[config.mk]
export PLATFORM = sky130hd
export DESIGN_NAME = div_clk_monitor
export DESIGN_NICKNAME = d
export VERILOG_FILES = /design/src/rtl/div_clk_monitor.sv
export SDC_FILE = /design/constraint.sdc
export NUM_CORES = 1
export LEC_CHECK = 0
export BUFFER_PORTS_ARGS = -buffer_cell sky130_fd_sc_hd__buf_2
export CAP_MARGIN = 20
export CORE_MARGIN = 1.5
export CORE_UTILIZATION = 35
export DETAILED_ROUTE_END_ITERATION = 6
export GPL_TIMING_DRIVEN = 0
export PLACE_DENSITY_LB_ADDON = 0.3
export SLEW_MARGIN = 25
export SYNTH_ARGS = -nofsm -noshare
export SYNTH_HDL_FRONTEND = slang
export SYNTH_SLANG_ARGS = --single-unit
[constraint.sdc]
create_clock -name clk -period 2.77 [get_ports clk]
set_clock_uncertainty 0.05 [all_clocks]
set_input_delay 0.554 -clock clk [delete_from_list [all_inputs] [get_ports clk]]
set_output_delay 0.554 -clock clk [all_outputs]
set_load 0.01 [all_outputs]
[src/rtl/div_clk_monitor.sv]
// div_clk_monitor: measures period/high time of a clk-synchronous divided signal,
// declares ratio lock after LOCK_CNT good periods, and flags mismatches/stalls.
module div_clk_monitor #(
  parameter int EXP_HIGH = 2,
  parameter int EXP_LOW  = 2,
  parameter int LOCK_CNT = 4,
  parameter int TIMEOUT  = 16,
  parameter int CW       = 8
) (
  input  logic          clk,
  input  logic          rst,
  input  logic          en,
  input  logic          div_in,
  input  logic          err_clr,
  output logic [CW-1:0] period_o,
  output logic [CW-1:0] high_o,
  output logic          meas_vld,
  output logic          locked,
  output logic          err
);
  typedef enum logic [1:0] {IDLE, WAIT_EDGE, MEASURE, LOCKED} state_t;
  localparam int MW = $clog2(LOCK_CNT + 1);
  localparam logic [CW-1:0] CMAX  = '1;
  localparam logic [CW-1:0] EXP_P = CW'(EXP_HIGH + EXP_LOW);
  localparam logic [CW-1:0] EXP_H = CW'(EXP_HIGH);
  localparam logic [CW-1:0] TOUT  = CW'(TIMEOUT);
  localparam logic [MW-1:0] LCNT  = MW'(LOCK_CNT);

  state_t        state_q, state_d;
  logic          d1_q, vld_q, vld_d, err_q, err_d, err_set;
  logic [CW-1:0] cnt_q, cnt_d, hcnt_q, hcnt_d, period_q, period_d, high_q, high_d;
  logic [MW-1:0] mcnt_q, mcnt_d;
  logic          rise, match, stall;

  assign rise  = div_in & ~d1_q;
  assign match = (cnt_q == EXP_P) && (hcnt_q == EXP_H);
  assign stall = cnt_q == TOUT;

  always_comb begin
    state_d  = state_q;
    cnt_d    = rise ? CW'(1) : (cnt_q == CMAX ? cnt_q : cnt_q + 1'b1);
    hcnt_d   = rise ? CW'(1) : (div_in && hcnt_q != CMAX ? hcnt_q + 1'b1 : hcnt_q);
    mcnt_d   = mcnt_q;
    period_d = period_q;
    high_d   = high_q;
    vld_d    = 1'b0;
    err_set  = 1'b0;
    if (!en || state_q == IDLE) begin
      state_d = en ? WAIT_EDGE : IDLE;
      cnt_d   = '0;
      hcnt_d  = '0;
      mcnt_d  = '0;
    end else if (state_q == WAIT_EDGE) begin
      state_d = rise ? MEASURE : WAIT_EDGE;
    end else if (rise) begin
      period_d = cnt_q;
      high_d   = hcnt_q;
      vld_d    = 1'b1;
      if (!match) begin
        mcnt_d  = '0;
        err_set = 1'b1;
        state_d = MEASURE;
      end else if (state_q == MEASURE) begin
        mcnt_d  = mcnt_q + 1'b1;
        state_d = (mcnt_q + 1'b1 == LCNT) ? LOCKED : MEASURE;
      end
    end else if (stall) begin
      // divider stopped toggling: restart from edge acquisition, no measurement
      err_set = 1'b1;
      mcnt_d  = '0;
      cnt_d   = '0;
      hcnt_d  = '0;
      state_d = WAIT_EDGE;
    end
    err_d = err_set | (err_q & ~err_clr);
  end

  always_ff @(posedge clk or negedge rst) begin
    if (!rst) begin
      state_q  <= IDLE;
      d1_q     <= 1'b0;
      cnt_q    <= '0;
      hcnt_q   <= '0;
      mcnt_q   <= '0;
      period_q <= '0;
      high_q   <= '0;
      vld_q    <= 1'b0;
      err_q    <= 1'b0;
    end else begin
      state_q  <= state_d;
      d1_q     <= div_in;
      cnt_q    <= cnt_d;
      hcnt_q   <= hcnt_d;
      mcnt_q   <= mcnt_d;
      period_q <= period_d;
      high_q   <= high_d;
      vld_q    <= vld_d;
      err_q    <= err_d;
    end
  end

  assign period_o = period_q;
  assign high_o   = high_q;
  assign meas_vld = vld_q;
  assign locked   = state_q == LOCKED;
  assign err      = err_q;
endmodule

Word level (Yosys, flattened, before mapping) --
Index checks and enable logic that the tools add are counted.
Word-level totals: logic and storage cells 76, input port bits 5, flip-flop bits (word level) 40, output and inout port bits 19
Operators by class: bitwise gates (word level) 7, mux-type cells 35, reductions and logical operators 10, $add $sub $neg 3, equality and inequality tests 12
Operators by type and width (count):
- $mux W8 | 12
- $mux W3 | 6
- $add A8 B1 Y8 const B | 2
- $mux W2 | 7
- $mux W1 | 10
- $eq A8 B2 Y1 const B | 1
- $eq A8 B3 Y1 const B | 1
- $eq A8 B5 Y1 const B | 1
- $eq A8 B8 Y1 const B | 1
- $ne A8 B8 Y1 const B | 1
- $reduce_and A3 Y1 | 2
- $ne A5 B2 Y1 const B | 1
- $eq A2 B2 Y1 const B | 2
- $ne A4 B2 Y1 const B | 1
- $not A1 Y1 | 4
- $reduce_bool A4 Y1 | 1
- $add A3 B1 Y3 const B | 1
- $eq A3 B3 Y1 const B | 1
- $reduce_bool A3 Y1 | 1
- $and A1 B1 Y1 | 2
- $eq A2 B1 Y1 const B | 1
- $logic_and A1 B1 Y1 | 2
- $logic_not A2 Y1 | 1
- $ne A2 B2 Y1 const B | 1
- other kinds (4) | 4

Depth between registers and ports, before layout --
Gate-level depths: netlist of run 1.
depth in word-level cells 8, mapped depth 7, gate-level depth less buffers 6

Worst setup path before layout of run 1 --
OpenSTA, ideal clock, no wires.
path kind flip-flop to flip-flop, start point register cnt_q[0], end point register cnt_q[7], period minus slack after synthesis 1631 ps, setup time 136 ps, setup slack 1139 ps, required time 2584 ps, path buffers 1, cell stages (with the launch flop) 8, data arrival time 1444 ps, cell sequence dfrtp_1 inv_1 ha_1 nor4bb_4 a31o_1 nand2b_4 buf_6 a211oi_2
On the way: cells in the longest elaborated chain, start to end 7, elaborated cells on any way between the ends 9, classes of those cells 1 x add/sub; 2 x eq/ne; 6 x mux
Ends and longest elaborated chain:
- from (decl) | line 31 | logic [CW-1:0] cnt_q, cnt_d, hcnt_q, hcnt_d, period_q, period_d, high_q, high_d;
- from (signal assigned) | line 92 | cnt_q <= cnt_d;
- $add A8 B1 Y8 / $eq A8 B8 Y1 (equally long branches) | line 41 | cnt_d = rise ? CW'(1) : (cnt_q == CMAX ? cnt_q : cnt_q + 1'b1);
- $mux W8 (2 in series) | line 41
- $mux W8 | line 67 | end else if (stall) begin
- $mux W8 | line 55 | end else if (rise) begin
- $mux W8 * | line 53 | end else if (state_q == WAIT_EDGE) begin
- $mux W8 * | line 48 | if (!en || state_q == IDLE) begin
- via cnt_d[7] | line 31
Mark *: on every way through the listed nets, which the timed path passes. The rest lies on a longest branch. A chain may end at the register's enable or synchronous reset.

Final worst setup path of run 1 --
start point register cnt_q[0], end point register hcnt_q[7]
On the way: cells in the longest elaborated chain, start to end 5
Ends and longest elaborated chain:
- $eq A8 B5 Y1 | line 37 | assign stall = cnt_q == TOUT;
- $mux W8 | line 67
- $mux W8 | line 55
- $mux W8 | line 53
- $mux W8 | line 48
- via hcnt_d[7] | line 31
- to (signal assigned) | line 93 | hcnt_q <= hcnt_d;
- to (decl) | line 31
The timed path passes the listed nets, and every way through them passes these cells.

==> impl_metrics.toml, run 1 <==
[clocking]
insertion_delay_ps = 290
cts.path.max_buffers = 2
cts_inserted_buffers = 5
cts_htree_levels = 2
cts_resized = 0
cts-root-buf = "clkbuf_8"
cts_tree = "yes"
clk_pin_slew_ps = 70
cts.sinks = 40
postCtsSetupBuffers = 0
postCtsHoldBufs = 0

[sta]
whs_ps = 327.9
drv_slew = 0
tightest_slew_ps = 884.7
tns_ps = 0
fmax_ghz = 0.5305
post-route-period-util = 0.6805
slew_headroom = 0.4102
finalWorstSetupSlack_ps = 885.1
hold_viol = 0
period_minus_slack_ps = 1885
setup_viol = 0
rsz0062_at_grt = "no"

[logic_synthesis]
synthFlopType = "dfrtp_1"
ys_seq_area_frac = 0.4988
synth-edff-count = 0
netlist_area_mm2 = 0.002007
synthesis.nets = 199
yosys_register_bits = 40
synth.avg_cell_area_um2 = 10.68
netlist_instances = 188
synthArstFlopShare = 1.000
synth_cell_type_count = 40
yosys_warnings = 0

[setup_path]
end_kind = "register"
cp_data_required_time_ps = 2900
critPathTopFamily = "simple AND/OR/NAND/NOR gates"
cp_num_cells = 7
cp_cell_sequence = "inv_1 > ha_1 > nor4bb_4 > a31o_1 > nand2b_4 > buf_6 > nor2_1"
ff2ff_path_depth = 7
cp_data_arrival_time_ps = 2020
startpoint_type = "register"
crit_slowest_cell = "dfrtp_1"
cp_max_fo = 10
critical_path_class = "reg2reg"
worst-path-buf-inv = 2
cpPeakStageDelay_ps = 440
r2r_slack_ps = 890

[die]
core_area_mm2 = 0.005507
start_util = 0.3645
ios = 24
die_y_um = 78.73
die-area_mm2 = 0.006198
std_cell_rows = 27
die_w_um = 78.73

[drt]
vias_per_cell = 5.055
num_vias = 1466
drtAntennaViolNets = 0
post_drt_wl_per_cell_um = 13.20
drt-initial-drc-count = 102
drc = 0
drt-total-wl_um = 3828
drt_first_pass_iters = 5

[placed_design]
gp_congestion = 0.7561
port_buffers = 23
hpwl_um = 2713
pre_cts_slack_ps = 859.0

[power]
p_per_area_mw_per_mm2 = 454.9
vdd_drop_max_v = 0.0001571
leakage_nw = 1.088

[layout]
drive_above_1_share = 0.2798
nets = 229
layout_commonest_cell = "dfrtp_1"
antenna_cells = 0
most-common-layout-cells = "dfrtp_1, buf_2, nand2_1"
area_delta_synth_final_pct = 14.09

[hold_path]
hold_path_class = "in2async"

[status]
outcome = "completed"

[global_route]
grt_start_max_net_pins = 41
grt_pass1_wl_um = 6589
grt_overflow = 0
grtUsageTotal = 0.1387
antenna_found_initial = 0
grt_pass1_vias = 1346

[job]
drv_cap = 0
kinds of logic (layout without fill, tap and decap cells):
| group | Yosys count | in the layout | share of synthesized area |
|---|---|---|---|
| flip-flops | 40 | 40 | 0.4988 |
| AND/OR/NAND/NOR | 69 | 69 | 0.2051 |
| AO/OA/AOI/OAI | 35 | 35 | 0.1160 |
| adder cells (fa/ha/maj) | 6 | 6 | 0.03741 |
| multiplexers | 14 | 14 | 0.07731 |
| XOR/XNOR | 5 | 5 | 0.02182 |
| buffers and inverters | 19 | 49 | 0.04364 |
worst register-to-register path: cells and delay by family (launching register included):
family          cells  cell delay, ps
simple gates        3             600
flops               1             440
buf+inv             2             270
compound gates      1             230
fa+ha+maj           1             180
area by class of cell:
type | count | area, um^2
Buffer | 8 | 46.29
Clock buffer | 6 | 72.57
Sequential cell | 40 | 1001
Fill cell | 551 | 3217
Tap cell | 72 | 90.09
Clock inverter | 1 | 5.005
Multi-Input combinational cell | 129 | 918.4
Timing Repair Buffer | 23 | 115.1
Inverter | 11 | 41.29
worst paths after layout:
check | to | startpoint
setup / recovery | hcnt_q[7] | cnt_q[0]
hold reg to reg | period_o[7] | period_o[7]
hold / removal | mcnt_q[2] | rst
setup reg to reg | hcnt_q[7] | cnt_q[0]
max in group asynchronous | hcnt_q[2] | rst
min in group clk | d1_q | div_in
through the flow:
stage | utilization | cell area, um^2 | power (mW) | std cells
after floorplan | - | 2007 | 0.6579 | 188
after global placement | 0.4017 | 2212 | 0.6913 | 283
after detailed placement | 0.4017 | 2212 | 0.6917 | 283
after CTS | 0.4158 | 2290 | 1.061 | 290
after global routing | 0.4158 | 2290 | 1.093 | 290
final | 0.4158 | 2290 | 1.042 | 290
cell usage after synthesis, drive strengths merged (2+ instances only):
master,count,share of area
nand3,5,0.012
a211oi,2,0.012
a41oi,2,0.0087
nand2b,3,0.013
o21ai,12,0.030
dfrtp,40,0.50
a21oi,8,0.020
nor2,14,0.026
nand4,4,0.020
ha,6,0.037
a31oi,2,0.0062
nand2,19,0.036
a211o,3,0.013
nor3,8,0.031
and4,4,0.018
and3,3,0.0094
mux2,12,0.067
or2,4,0.012
inv,11,0.021
buf,8,0.023
mux2i,2,0.010
xnor2,5,0.022
power breakdown:
group          internal (mW)  switching (mW)  leakage, nW  total (mW)
clock network          0.171           0.192       0.0410       0.363
logic                 0.0273          0.0471        0.495      0.0744
registers              0.595         0.00906        0.551       0.604
per-layer routing:
metal	wire (um)	vias to the layer above	track usage
li1	-	720	-
met1	1914	706	0.1897
met2	1666	33	0.2060
met3	169	7	0.03793
met4	78	0	0.05893
met5	0	-	0
state kept, by name (all words and copies together) (netlist names):
| signal | flops |
|---|---|
| period_o | 8 |
| state_q | 2 |
| high_o | 8 |
| mcnt_q | 3 |
| err | 1 |
| cnt_q | 8 |
| hcnt_q | 8 |
| meas_vld | 1 |
| d1_q | 1 |
Note: power is estimated with default switching activity, not from simulation.
==> inputs of run 2 (changes only) <==
- ABC_AREA: not set -> 1
- clock period: 2.77 -> 1.8 ns (I/O delays scaled with it)
==> run 2 against run 1 <==
Compared with the run above: the run now ends with hold timing left; sequential power up 55%; sequential share of layout area down 4.1 points; routed wire length increased by 22%; combinational power increased by 100%; highest routed layer unchanged.
==> impl_metrics.toml, run 2 <==
[drt]
num_vias = 1803
drc = 0
vias_per_cell = 4.599
drt-initial-drc-count = 91
drt-total-wl_um = 4672
drtAntennaViolNets = 0
post_drt_wl_per_cell_um = 11.92
drt_first_pass_iters = 4

[global_route]
grt_overflow = 0
grt_pass1_vias = 1591
grtUsageTotal = 0.1522
grt_start_max_net_pins = 41
grt_pass1_wl_um = 7624
antenna_found_initial = 0

[placed_design]
hpwl_um = 3463
pre_cts_slack_ps = 39.50
port_buffers = 23
gp_congestion = 0.8524

[sta]
whs_ps = -13.56
drv_slew = 0
tightest_slew_ps = 519.4
post-route-period-util = 0.9196
setup_viol = 0
slew_headroom = 0.6537
rsz0062_at_grt = "no"
period_minus_slack_ps = 1655
finalWorstSetupSlack_ps = 144.8
hold_viol = 19
fmax_ghz = 0.6041
tns_ps = 0

[logic_synthesis]
yosys_warnings = 0
synthesis.nets = 296
ys_seq_area_frac = 0.4551
synth_top_family_by_area = "simple AND/OR/NAND/NOR gates"
synthAdderAreaFrac = 0.03413
synth-edff-count = 0
yosys_register_bits = 40
synth_compound_area_frac = 0.07452
post-synth-top-count-cell = "nand2_1"
synth_commonest_cells = "nand2_1, dfrtp_1, nor2_1"
synth_mux_area_frac = 0
netlist_area_mm2 = 0.002200
synthFlopType = "dfrtp_1"
synthArstFlopShare = 1.000
yosys.area_share.simple = 0.3373
synth.avg_cell_area_um2 = 7.718
synthXorXnorAreaFrac = 0.01195
yosys-top-cells-area = "dfrtp_1, nand2_1, nor2_1"
synth_cell_type_count = 29
netlist_instances = 285
netlist.top_cell.by_area = "dfrtp_1"
yosysTopAreaCellShare = 0.4551

[setup_path]
rr_endpoint = "cnt_q[3]"
crit_slowest_cell = "dfrtp_1"
ff2ff_path_depth = 10
worst-path-buf-inv = 3
cp_cell_sequence = "inv_1 > ha_1 > nand2_1 > inv_1 > nand2_1 > nor2_2 > a21oi_2 > nand2_2 > buf_6 > nor3_2"
cpPeakStageDelay_ps = 400
end_kind = "register"
critPathTopFamily = "simple AND/OR/NAND/NOR gates"
cp_max_fo = 10
startpoint_type = "register"
critical_path_class = "reg2reg"
rr_startpoint = "cnt_q[0]"
cp_data_arrival_time_ps = 1820
endpoint = "cnt_q[3]"
critical_path.startpoint = "cnt_q[0]"
cp_data_required_time_ps = 1970
r2r_slack_ps = 140
cp_num_cells = 10

[layout]
area_delta_synth_final_pct = 14.73
nets = 327
fill_cells = 617
fin_util = 0.4213
drive_above_1_share = 0.2082
most-common-layout-cells = "nand2_1, dfrtp_1, inv_1, nor2_1, buf_2"
antenna_cells = 0
layout_commonest_cell = "nand2_1"

[die]
ios = 24
std_cell_rows = 28
die_w_um = 82.28
start_util = 0.3672
core_area_mm2 = 0.005991
die_y_um = 82.28
die-area_mm2 = 0.006769

[hold_path]
hold_path_class = "in2async"

[status]
failed_checks = "hold timing"
outcome = "finished with violations"

[clocking]
cts.sinks = 40
cts_tree = "yes"
cts.path.max_buffers = 2
cts-root-buf = "clkbuf_8"
insertion_delay_ps = 290
cts_inserted_buffers = 5
clk_pin_slew_ps = 70
postCtsHoldBufs = 0
cts_htree_levels = 2

[power]
vdd_drop_max_v = 0.0003977
leakage_nw = 1.300
p_per_area_mw_per_mm2 = 675.5

[job]
drv_cap = 0
## run 2: cell count changes after synthesis, moves of 5 or more
cell / delta
nor2_1: +24
o21ai_1: +16
nand3_1: +14
o21ai_0: -10
xnor2_1: -5
inv_1: +25
mux2_2: -12
inv_2: +6
nand2_1: +56
## run 2: kinds of logic after synthesis
group           count (synthesis)
buf+inv                        47
flops                          40
compound gates                 30
fa+ha+maj                       6
xor+xnor                        3
simple gates                  159
## run 2: how the worst min path moves through the flow
stage / from / slack [ps] / endpoint / cells past startpoint
finish: rst / -10 / high_o[6] / 1
floorplan: rst / 10 / cnt_q[0] / 0
detailed placement: high_o[1] / 410 / high_o[1] / 2
global placement: high_o[1] / 410 / high_o[1] / 2
CTS: err_clr / 180 / err / 2
global route: rst / 30 / high_o[5] / 1
## run 2: per-layer routing
layer	part of all wire	GRT usage	vias up
li1	-	-	958
met1	0.52	0.2154	804
met2	0.42	0.2236	37
met3	0.052	0.03626	4
met4	0.0098	0.05593	0
met5	0	0	-
## run 2: power by group
part           internal, mW  total, mW  switching (mW)
registers             0.918      0.936          0.0182
logic                0.0494      0.150           0.101
clock network         0.313      0.618           0.306
## run 2: final cells by class
class	count	area (um^2)	area share
Multi-Input combinational cell	198	1022	0.4051
Tap cell	75	93.84	0.03718
Clock buffer	8	90.09	0.03570
Timing Repair Buffer	24	125.1	0.04958
Sequential cell	40	1001	0.3966
Inverter	42	157.7	0.06247
Buffer	5	33.78	0.01339
## run 2: metrics by stage
stage	power (mW)	cells	instance area, um^2
5_1_grt	1.799	392	2524
3_3_place_gp	1.099	383	2409
4_1_cts	1.727	391	2499
2_1_floorplan	1.041	285	2200
3_5_place_dp	1.099	383	2409
6_report	1.705	392	2524
## run 2: timing repair
item                       in CTS  in global routing
setup buffers                   0                  1
setup endpoints to repair       0                  6
gates resized for setup         0                  4
